## src/rtl/framebuffer_scanout.sv

```systemverilog
// Framebuffer scanout: raster timing generator, word prefetch from a
// sync-read RAM port into a small FIFO, and pixel unpacking to the DAC.
// All video outputs are registered and lag the raster counters by one clock.
module framebuffer_scanout #(
  parameter int WIDTH      = 32,
  parameter int ADDR_WIDTH = 16,
  parameter int PIX_BITS   = 8,
  parameter int H_ACTIVE   = 640,
  parameter int H_FP       = 16,
  parameter int H_SYNC     = 96,
  parameter int H_BP       = 48,
  parameter int V_ACTIVE   = 480,
  parameter int V_FP       = 10,
  parameter int V_SYNC     = 2,
  parameter int V_BP       = 33,
  parameter int FIFO_DEPTH = 4
) (
  input  logic                  clk,
  input  logic                  reset_sink_reset_n,
  input  logic                  enable,
  input  logic [ADDR_WIDTH-1:0] base_address,
  output logic [ADDR_WIDTH-1:0] rd_address,
  output logic                  rd_en,
  input  logic [WIDTH-1:0]      rd_data,
  output logic                  de,
  output logic                  hsync,
  output logic                  vsync,
  output logic [PIX_BITS-1:0]   pixel,
  output logic                  vblank_irq,
  output logic                  underflow
);

  localparam int PIX_PER_WORD = WIDTH / PIX_BITS;
  localparam int H_TOTAL      = H_ACTIVE + H_FP + H_SYNC + H_BP;
  localparam int V_TOTAL      = V_ACTIVE + V_FP + V_SYNC + V_BP;
  localparam int FRAME_WORDS  = (H_ACTIVE * V_ACTIVE) / PIX_PER_WORD;
  localparam int HC_W         = $clog2(H_TOTAL);
  localparam int VC_W         = $clog2(V_TOTAL);
  localparam int IDX_W        = $clog2(FRAME_WORDS + 1);
  localparam int PTR_W        = $clog2(FIFO_DEPTH);
  localparam int CNT_W        = PTR_W + 1;
  localparam int OCC_W        = PTR_W + 2;
  localparam int K_W          = (PIX_PER_WORD > 1) ? $clog2(PIX_PER_WORD) : 1;

  localparam logic [HC_W-1:0]  H_ACT_C  = HC_W'(H_ACTIVE);
  localparam logic [HC_W-1:0]  H_SS_C   = HC_W'(H_ACTIVE + H_FP);
  localparam logic [HC_W-1:0]  H_SE_C   = HC_W'(H_ACTIVE + H_FP + H_SYNC);
  localparam logic [HC_W-1:0]  H_LAST_C = HC_W'(H_TOTAL - 1);
  localparam logic [VC_W-1:0]  V_ACT_C  = VC_W'(V_ACTIVE);
  localparam logic [VC_W-1:0]  V_SS_C   = VC_W'(V_ACTIVE + V_FP);
  localparam logic [VC_W-1:0]  V_SE_C   = VC_W'(V_ACTIVE + V_FP + V_SYNC);
  localparam logic [VC_W-1:0]  V_LAST_C = VC_W'(V_TOTAL - 1);
  localparam logic [IDX_W-1:0] WORDS_C  = IDX_W'(FRAME_WORDS);
  localparam logic [OCC_W-1:0] DEPTH_C  = OCC_W'(FIFO_DEPTH);
  localparam logic [K_W-1:0]   K_LAST_C = K_W'(PIX_PER_WORD - 1);

  if ((H_ACTIVE * V_ACTIVE) % PIX_PER_WORD != 0) begin : g_chk_words
    $error("active pixel count must be a multiple of pixels per word");
  end
  if ((FIFO_DEPTH < 2) || ((1 << PTR_W) != FIFO_DEPTH)) begin : g_chk_depth
    $error("FIFO_DEPTH must be a power of two and at least 2");
  end

  logic [HC_W-1:0]       r_h_cnt;
  logic [VC_W-1:0]       r_v_cnt;
  logic                  r_en_lat;
  logic [ADDR_WIDTH-1:0] r_base;
  logic [IDX_W-1:0]      r_idx;
  logic                  r_rd_en;
  logic                  r_rd_vld;
  logic [ADDR_WIDTH-1:0] r_rd_addr;
  logic [WIDTH-1:0]      r_mem [FIFO_DEPTH];
  logic [PTR_W-1:0]      r_wr_ptr;
  logic [PTR_W-1:0]      r_rd_ptr;
  logic [CNT_W-1:0]      r_count;
  logic [K_W-1:0]        r_k;
  logic                  r_de;
  logic                  r_hsync;
  logic                  r_vsync;
  logic [PIX_BITS-1:0]   r_pixel;
  logic                  r_irq;
  logic                  r_underflow;

  logic                  w_h_wrap;
  logic                  w_frame_start;
  logic                  w_active;
  logic [OCC_W-1:0]      w_occ;
  logic                  w_fetch;
  logic                  w_push;
  logic                  w_pop;
  logic                  w_consume;
  logic                  w_starve;
  logic [WIDTH-1:0]      w_head;
  logic [PIX_BITS-1:0]   w_pix;

  assign w_h_wrap      = (r_h_cnt == H_LAST_C);
  assign w_frame_start = (r_h_cnt == '0) && (r_v_cnt == V_LAST_C);
  assign w_active      = (r_h_cnt < H_ACT_C) && (r_v_cnt < V_ACT_C);

  // Occupancy counts words already issued but not yet pushed, so the FIFO cannot overflow.
  assign w_occ     = OCC_W'(r_count) + OCC_W'(r_rd_en) + OCC_W'(r_rd_vld);
  assign w_fetch   = r_en_lat && (r_idx < WORDS_C) && (w_occ < DEPTH_C) && !w_frame_start;
  // Data returning across a frame start belongs to the old frame and is dropped.
  assign w_push    = r_rd_vld && !w_frame_start;
  assign w_consume = w_active && r_en_lat && (r_count != '0);
  assign w_starve  = w_active && r_en_lat && (r_count == '0);
  assign w_pop     = w_consume && (r_k == K_LAST_C);

  // Select the current pixel slice from the FIFO head word, low bits first.
  always_comb begin
    w_head = r_mem[r_rd_ptr];
    w_pix  = '0;
    for (int i = 0; i < PIX_PER_WORD; i++) begin
      if (r_k == K_W'(i)) w_pix = w_head[i*PIX_BITS +: PIX_BITS];
    end
  end

  // Raster counters: h free-runs, v advances on h wrap.
  always_ff @(posedge clk or negedge reset_sink_reset_n) begin
    if (!reset_sink_reset_n) begin
      r_h_cnt <= '0;
      r_v_cnt <= '0;
    end else begin
      r_h_cnt <= w_h_wrap ? '0 : r_h_cnt + HC_W'(1);
      if (w_h_wrap) r_v_cnt <= (r_v_cnt == V_LAST_C) ? '0 : r_v_cnt + VC_W'(1);
    end
  end

  // Frame configuration latch and read issue; restarted at every frame start.
  always_ff @(posedge clk or negedge reset_sink_reset_n) begin
    if (!reset_sink_reset_n) begin
      r_en_lat  <= 1'b0;
      r_base    <= '0;
      r_idx     <= '0;
      r_rd_en   <= 1'b0;
      r_rd_vld  <= 1'b0;
      r_rd_addr <= '0;
    end else begin
      r_rd_en  <= w_fetch;
      r_rd_vld <= r_rd_en && !w_frame_start;
      if (w_frame_start) begin
        r_en_lat <= enable;
        r_base   <= base_address;
        r_idx    <= '0;
      end else if (w_fetch) begin
        r_idx     <= r_idx + IDX_W'(1);
        r_rd_addr <= r_base + ADDR_WIDTH'(r_idx);
      end
    end
  end

  // FIFO storage; contents need no reset since the count gates every read.
  always_ff @(posedge clk) begin
    if (w_push) r_mem[r_wr_ptr] <= rd_data;
  end

  // FIFO pointers, count and pixel slice index.
  always_ff @(posedge clk or negedge reset_sink_reset_n) begin
    if (!reset_sink_reset_n) begin
      r_wr_ptr <= '0;
      r_rd_ptr <= '0;
      r_count  <= '0;
      r_k      <= '0;
    end else if (w_frame_start) begin
      r_wr_ptr <= '0;
      r_rd_ptr <= '0;
      r_count  <= '0;
      r_k      <= '0;
    end else begin
      if (w_push) r_wr_ptr <= r_wr_ptr + PTR_W'(1);
      if (w_pop)  r_rd_ptr <= r_rd_ptr + PTR_W'(1);
      case ({w_push, w_pop})
        2'b10:   r_count <= r_count + CNT_W'(1);
        2'b01:   r_count <= r_count - CNT_W'(1);
        default: r_count <= r_count;
      endcase
      if (w_consume) r_k <= (r_k == K_LAST_C) ? '0 : r_k + K_W'(1);
    end
  end

  // Registered video outputs, one clock behind the counters.
  always_ff @(posedge clk or negedge reset_sink_reset_n) begin
    if (!reset_sink_reset_n) begin
      r_de        <= 1'b0;
      r_hsync     <= 1'b1;
      r_vsync     <= 1'b1;
      r_pixel     <= '0;
      r_irq       <= 1'b0;
      r_underflow <= 1'b0;
    end else begin
      r_de    <= w_active;
      r_hsync <= !((r_h_cnt >= H_SS_C) && (r_h_cnt < H_SE_C));
      r_vsync <= !((r_v_cnt >= V_SS_C) && (r_v_cnt < V_SE_C));
      r_pixel <= w_consume ? w_pix : '0;
      r_irq   <= (r_h_cnt == '0) && (r_v_cnt == V_ACT_C);
      if (w_frame_start)  r_underflow <= 1'b0;
      else if (w_starve)  r_underflow <= 1'b1;
    end
  end

  assign rd_en      = r_rd_en;
  assign rd_address = r_rd_addr;
  assign de         = r_de;
  assign hsync      = r_hsync;
  assign vsync      = r_vsync;
  assign pixel      = r_pixel;
  assign vblank_irq = r_irq;
  assign underflow  = r_underflow;

endmodule

```

## config.mk

```make
export PLATFORM = sky130hd
export DESIGN_NAME = framebuffer_scanout
export DESIGN_NICKNAME = d
export VERILOG_FILES = /design/src/rtl/framebuffer_scanout.sv
export SDC_FILE = /design/constraint.sdc
export NUM_CORES = 1
export LEC_CHECK = 0
export ABC_AREA = 0
export CORE_MARGIN = 2
export CORE_UTILIZATION = 30
export CTS_BUF_LIST = sky130_fd_sc_hd__clkbuf_8
export DETAILED_ROUTE_END_ITERATION = 16
export HOLD_SLACK_MARGIN = 0.03
export PLACE_DENSITY = 0.56
export SYNTH_ARGS = -nofsm -noshare
export SYNTH_HDL_FRONTEND = slang
export SYNTH_SLANG_ARGS = --single-unit
```

## constraint.sdc

```tcl
create_clock -name clk -period 2.7 [get_ports clk]
set_clock_uncertainty 0.05 [all_clocks]
set_input_delay 0.81 -clock clk [delete_from_list [all_inputs] [get_ports clk]]
set_output_delay 0.81 -clock clk [all_outputs]
set_load 0.02 [all_outputs]
```

==> results.txt, run 1 <==
layout cells sized above 1 = 16.0%
Buf/Inv on CP = 1
via density per instance = 4.73
DRC viols = 0
wire per inst = 16.4 um
Clock transition at path regs = 60 ps
vias post-DR = 5,987
first-pass GRT wire length = 33,100 um
total power = 6.76 mW
Mapped Area = 9730 sq um
Avg Synthesized Cell Area = 13.6 sq um
setup_tns = 0 ps
DPL Wire Length = 13,900 um
Layout Utilization = 37.8%
maximum clock insertion buffer count = 3
largest net degree at the start of global routing = 39
hold buffer count at CTS = 0
number of flops mapped to enable cells by yosys = 128
Cell Rows = 65
Skew-Pair Late Insertion Delay = 560 ps
fin crit period = 2520 ps
fill cell count = 3,056
worst vdd ir = 333 uV
Final nets = 914
Largest stage delay, worst path = 610 ps
Slew @ Worst Pin = 610 ps
delay-heaviest family, CP = buffers and inverters
Max Slew Vio Count = 0
Synth Register Bits = 222
yosys warns = 0
CTS tree = yes
FMAX = 397 MHz
WS Path Type = reg2out
post-route ant nets = 0
I/O Buffers = 80
# resized after CTS = 0
dominant synthesized flop cell = edfxtp_1
I/O pin count = 81
CORE AREA = 31,700 sq um
type of the tightest min-delay check = in2async
drt pass-1 iters = 4
die width = 184 um
crit-path max FO = 1
vias in the first global route = 6,079
power per cell area = 564 nW/um^2
residual overflow from global routing = 0
Netlist cell types = 63
drt first-iter violations = 332
CTS root buffer = clkbuf_8
slowest cell on the critical path = clkdlybuf4s50_1
routability cong. = 0.768
DIE HEIGHT = 184 um
CTS sink cnt = 222
Data arrival, critical path = 1660 ps
Synth async-reset ratio = 42.3%
crit-path cells = clkdlybuf4s50_1
RSZ-0062 raised after global routing = no
sequential share of the synthesized area = 63.7%
ant diodes = 0
Final period util = 93.3%
net count after synthesis = 799
WHS = 200 ps
final hold vios = 0
Critical Path Source Type = register
Max-slew headroom = 59.3%
Final setup viols = 0
Pleak = 4.66 nW
count of mapped cells out of synthesis = 717
CTS Buf Count = 39
Critical Path RT = 1840 ps
GRT Total Usage = 12.6%
crit path capture type = output pin
outcome = complete, no violations
Initial Utilization = 30.7%
Die ar. = 33,900 sq um
CTS H-tree depth = 2
initial antenna violation count = 0
area grow syn2layout = 23.3%
Max Cap Viol = 0
Post-CTS Repair Setup Buffers = 0
final wirelength = 20,800 um
[final cells by class]
| cell class | count | area [sq um] | area share (%) |
|---|---|---|---|
| sequential | 222 | 6200 | 51.7 |
| clock inverter | 28 | 176 | 1.47 |
| inverter | 19 | 71.3 | 0.595 |
| tap | 402 | 503 | 4.19 |
| clock buffer | 44 | 606 | 5.05 |
| timing repair buffer | 107 | 1110 | 9.28 |
| multi-input combinational | 443 | 3330 | 27.7 |
[cell families after synthesis]
kind of cell	count (synthesis)	share of synthesized area (%)
AO/OA/AOI/OAI	96	6.26
XOR/XNOR	40	3.60
adder cells (fa/ha/maj)	31	4.14
buffers and inverters	52	2.25
flip-flops	222	63.7
multiplexers	37	7.95
AND/OR/NAND/NOR	239	12.1
[flip-flops by register name (all words and copies together) (netlist names)]
signal,cells
r_rd_ptr,2
underflow,1
pixel,8
r_wr_ptr,2
r_base,16
r_h_cnt,10
r_en_lat,1
r_rd_vld,1
r_count,3
vsync,1
de,1
vblank_irq,1
r_v_cnt,10
r_mem,128
r_k,2
rd_en,1
r_idx,17
rd_address,16
hsync,1
[worst paths after layout]
| check | startpoint | end | slack [ps] | depth (start not counted) |
|---|---|---|---|---|
| min reg2reg | r_base[0] | r_base[0] | 430 | 2 |
| min in group clk | r_base[0] | r_base[0] | 430 | 2 |
| max | hsync | hsync | 180 | 1 |
| max in group asynchronous | reset_sink_reset_n | pixel[1] | 1830 | 2 |
| min | reset_sink_reset_n | rd_address[0] | 200 | 1 |
| max reg2reg | r_v_cnt[1] | rd_address[4] | 290 | 9 |
[report_power, final]
part	leakage, nW	switching [mW]	internal (mW)
registers	2.35	0	3.60
clock network	0.437	1.42	1.62
logic	1.87	0.0607	0.0693
total	4.66	1.48	5.28
[through the flow]
stage / setup WS [ps] / cells / area (sq um)
after floorplan: 202 / 717 / 9740
after global placement: 125 / 1192 / 11200
after detailed placement: 57.4 / 1192 / 11200
after CTS: 53.8 / 1264 / 12000
after global routing: 118 / 1265 / 12000
final: 181 / 1265 / 12000
[per-layer routing]
metal | routed length (um) | GRT usage [%] | up-vias
li1 | - | - | 2891
met1 | 9680 | 16.8 | 2933
met2 | 9740 | 20.4 | 124
met3 | 918 | 2.69 | 39
met4 | 431 | 4.19 | 0
met5 | 0 | 0 | -
[cells in the mapped netlist (2+ instances only)]
library cell  instances  share of area [%]
edfxtp_1            128                 39
dfrtp_1              92                 24
nand2_1              82                3.2
nor2_1               56                2.2
mux4_2               32                7.4
o21ai_0              30                1.5
ha_1                 29                3.7
a21oi_1              26                1.3
xor2_1               25                2.2
nand3_1              22                1.1
clkbuf_1             21               0.81
inv_1                19               0.73
nor3_1               17               0.87
xnor2_1              15                1.4
nor2b_1              13               0.84
nand4_1              12               0.77
and3_1                9               0.58
a221oi_1              8               0.72
buf_2                 7               0.36
a21o_1                5               0.39
a31oi_1               5               0.32
buf_4                 4               0.31
a211o_1               3               0.27
mux2i_1               3               0.31
nor4_1                3               0.19
or3_1                 3               0.19
and2_1                2               0.13
and4_1                2               0.18
dfstp_2               2               0.54
fa_1                  2               0.41
mux2_2                2               0.23
nand4b_1              2               0.18
o211ai_1              2               0.15
o21a_1                2               0.15
o31a_1                2               0.18
o31ai_1               2               0.15
or4_1                 2               0.15
[layout by cell type (no fill, tap or decap), types with 13 or more instances in the layout]
cell / synthesis / final
a21oi_1: 26 / 26
buf_4: 4 / 19
clkbuf_8: 0 / 44
clkdlybuf4s50_1: 0 / 79
dfrtp_1: 92 / 91
edfxtp_1: 128 / 128
ha_1: 29 / 29
inv_1: 19 / 28
mux4_2: 32 / 32
nand2_1: 82 / 82
nand3_1: 22 / 22
nor2_1: 56 / 55
nor2b_1: 13 / 13
nor3_1: 17 / 17
o21ai_0: 30 / 30
xnor2_1: 15 / 15
xor2_1: 25 / 25
Note: power is estimated with default switching activity, not from simulation.
==> run 2, diff against run 1 <==
--- a/config.mk
+++ b/config.mk
@@ -6,12 +6,13 @@
 export NUM_CORES = 1
 export LEC_CHECK = 0
 export ABC_AREA = 0
-export CORE_MARGIN = 2
+export CORE_MARGIN = 5
 export CORE_UTILIZATION = 30
 export CTS_BUF_LIST = sky130_fd_sc_hd__clkbuf_8
 export DETAILED_ROUTE_END_ITERATION = 16
 export HOLD_SLACK_MARGIN = 0.03
 export PLACE_DENSITY = 0.56
+export SLEW_MARGIN = 20
 export SYNTH_ARGS = -nofsm -noshare
 export SYNTH_HDL_FRONTEND = slang
 export SYNTH_SLANG_ARGS = --single-unit
==> run 2 against run 1 <==
  * Global-route usage is 0.71 points lower
  * Count of clock-buffer cells in the layout is 1 higher
  * Sequential power hardly changed
  * Largest cell class unchanged
  * Largest power group unchanged
==> results.txt, run 2 (synthesis gave the netlist of run 1 again) <==
Critical Path Source Type = register
fill cell count = 3,112
CTS H-tree depth = 2
RSZ-0062 raised after global routing = no
slowest cell on the critical path = clkdlybuf4s50_1
reg2reg start = r_h_cnt[7]
Final period util = 91.8%
final wirelength = 21,200 um
hold buffer count at CTS = 0
WS Path Type = reg2out
routability cong. = 0.804
initial antenna violation count = 0
vias in the first global route = 6,328
FF-to-FF path depth = 8
I/O pin count = 81
via density per instance = 4.63
Die ar. = 36,100 sq um
maximum clock insertion buffer count = 3
CORE AREA = 32,300 sq um
setup_tns = 0 ps
Pleak = 4.65 nW
FMAX = 403 MHz
ant diodes = 0
layout cells sized above 1 = 15.7%
type of the tightest min-delay check = in2async
Post-CTS Repair Setup Buffers = 0
GRT Total Usage = 11.9%
final hold vios = 0
Layout Utilization = 37.2%
R2R Path End = r_count[2]
residual overflow from global routing = 0
wire per inst = 16.3 um
Clock transition at path regs = 60 ps
Final setup viols = 0
# resized after CTS = 0
reg-to-reg slack, setup = 280 ps
CTS tree = yes
vias post-DR = 6,028
CTS sink cnt = 222
outcome = complete, no violations
commonest cells after routing, fill and taps aside = edfxtp_1 (128), dfrtp_1 (91), nand2_1 (82), clkdlybuf4s50_1 (79), nor2_1 (55)
worst vdd ir = 377 uV
I/O Buffers = 80
first-pass GRT wire length = 34,300 um
Data arrival, critical path = 1620 ps
Biggest register = r_mem
max reg flops = 128
largest net degree at the start of global routing = 43
DIE HEIGHT = 190 um
area grow syn2layout = 23.3%
Cell Rows = 66
drt first-iter violations = 266
Largest stage delay, worst path = 600 ps
Critical Path RT = 1840 ps
DRC viols = 0
Skew-Pair Late Insertion Delay = 550 ps
DPL Wire Length = 13,900 um
die width = 190 um
post-route ant nets = 0
Max Slew Vio Count = 0
CTS Buf Count = 40
CTS root buffer = clkbuf_8
Final nets = 916
most common cell after layout, fill and taps aside = edfxtp_1
power per cell area = 552 nW/um^2
crit-path max FO = 1
drt pass-1 iters = 5
crit-path cells = clkdlybuf4s50_1
fin crit period = 2480 ps
Slew @ Worst Pin = 587 ps
Buf/Inv on CP = 1
Initial Utilization = 30.1%
Max Cap Viol = 0
crit path capture type = output pin
Max-slew headroom = 60.9%
delay-heaviest family, CP = buffers and inverters
total power = 6.63 mW
biggest regs = r_mem (128), r_idx (17)
==> run 2: how the worst max path moves through the flow <==
| stage | depth (start not counted) | end | startpoint |
|---|---|---|---|
| 2_1_floorplan | 6 | r_mem[2][0] | r_v_cnt[0] |
| 3_3_place_gp | 8 | rd_address[4] | r_v_cnt[0] |
| 3_5_place_dp | 8 | rd_address[4] | r_v_cnt[0] |
| 4_1_cts | 8 | rd_address[4] | r_v_cnt[0] |
| 5_1_grt | 8 | r_count[2] | r_h_cnt[7] |
| 6_report | 1 | hsync | hsync |
==> run 2: cell type report <==
cell class | instances | area [sq um] | share of cell area, %
tap | 442 | 553 | 4.61
clock inverter | 24 | 119 | 0.991
multi-input combinational | 443 | 3330 | 27.7
clock buffer | 45 | 619 | 5.16
sequential | 222 | 6200 | 51.7
timing repair buffer | 108 | 1110 | 9.24
inverter | 19 | 71.3 | 0.594
==> run 2: stage by stage <==
step	hold WS [ps]	std cells	area [sq um]	setup slack, ps
floorplan	389	717	9740	202
global placement	414	1232	11200	64.3
detailed placement	417	1232	11200	41.8
CTS	185	1301	12000	56.2
global route	217	1303	12000	125
finish	207	1303	12000	221
==> run 2: metal layers <==
metal | wire length (um) | GRT usage (%)
met1 | 9660 | 15.6
met2 | 10100 | 19.5
met3 | 1160 | 3.21
met4 | 318 | 3.20
met5 | 0 | 0
==> run 2: power by group <==
part	internal (mW)	total [mW]	switching, mW
logic	0.0683	0.128	0.0599
clock network	1.53	2.90	1.37
registers	3.60	3.60	0
total	5.20	6.63	1.43
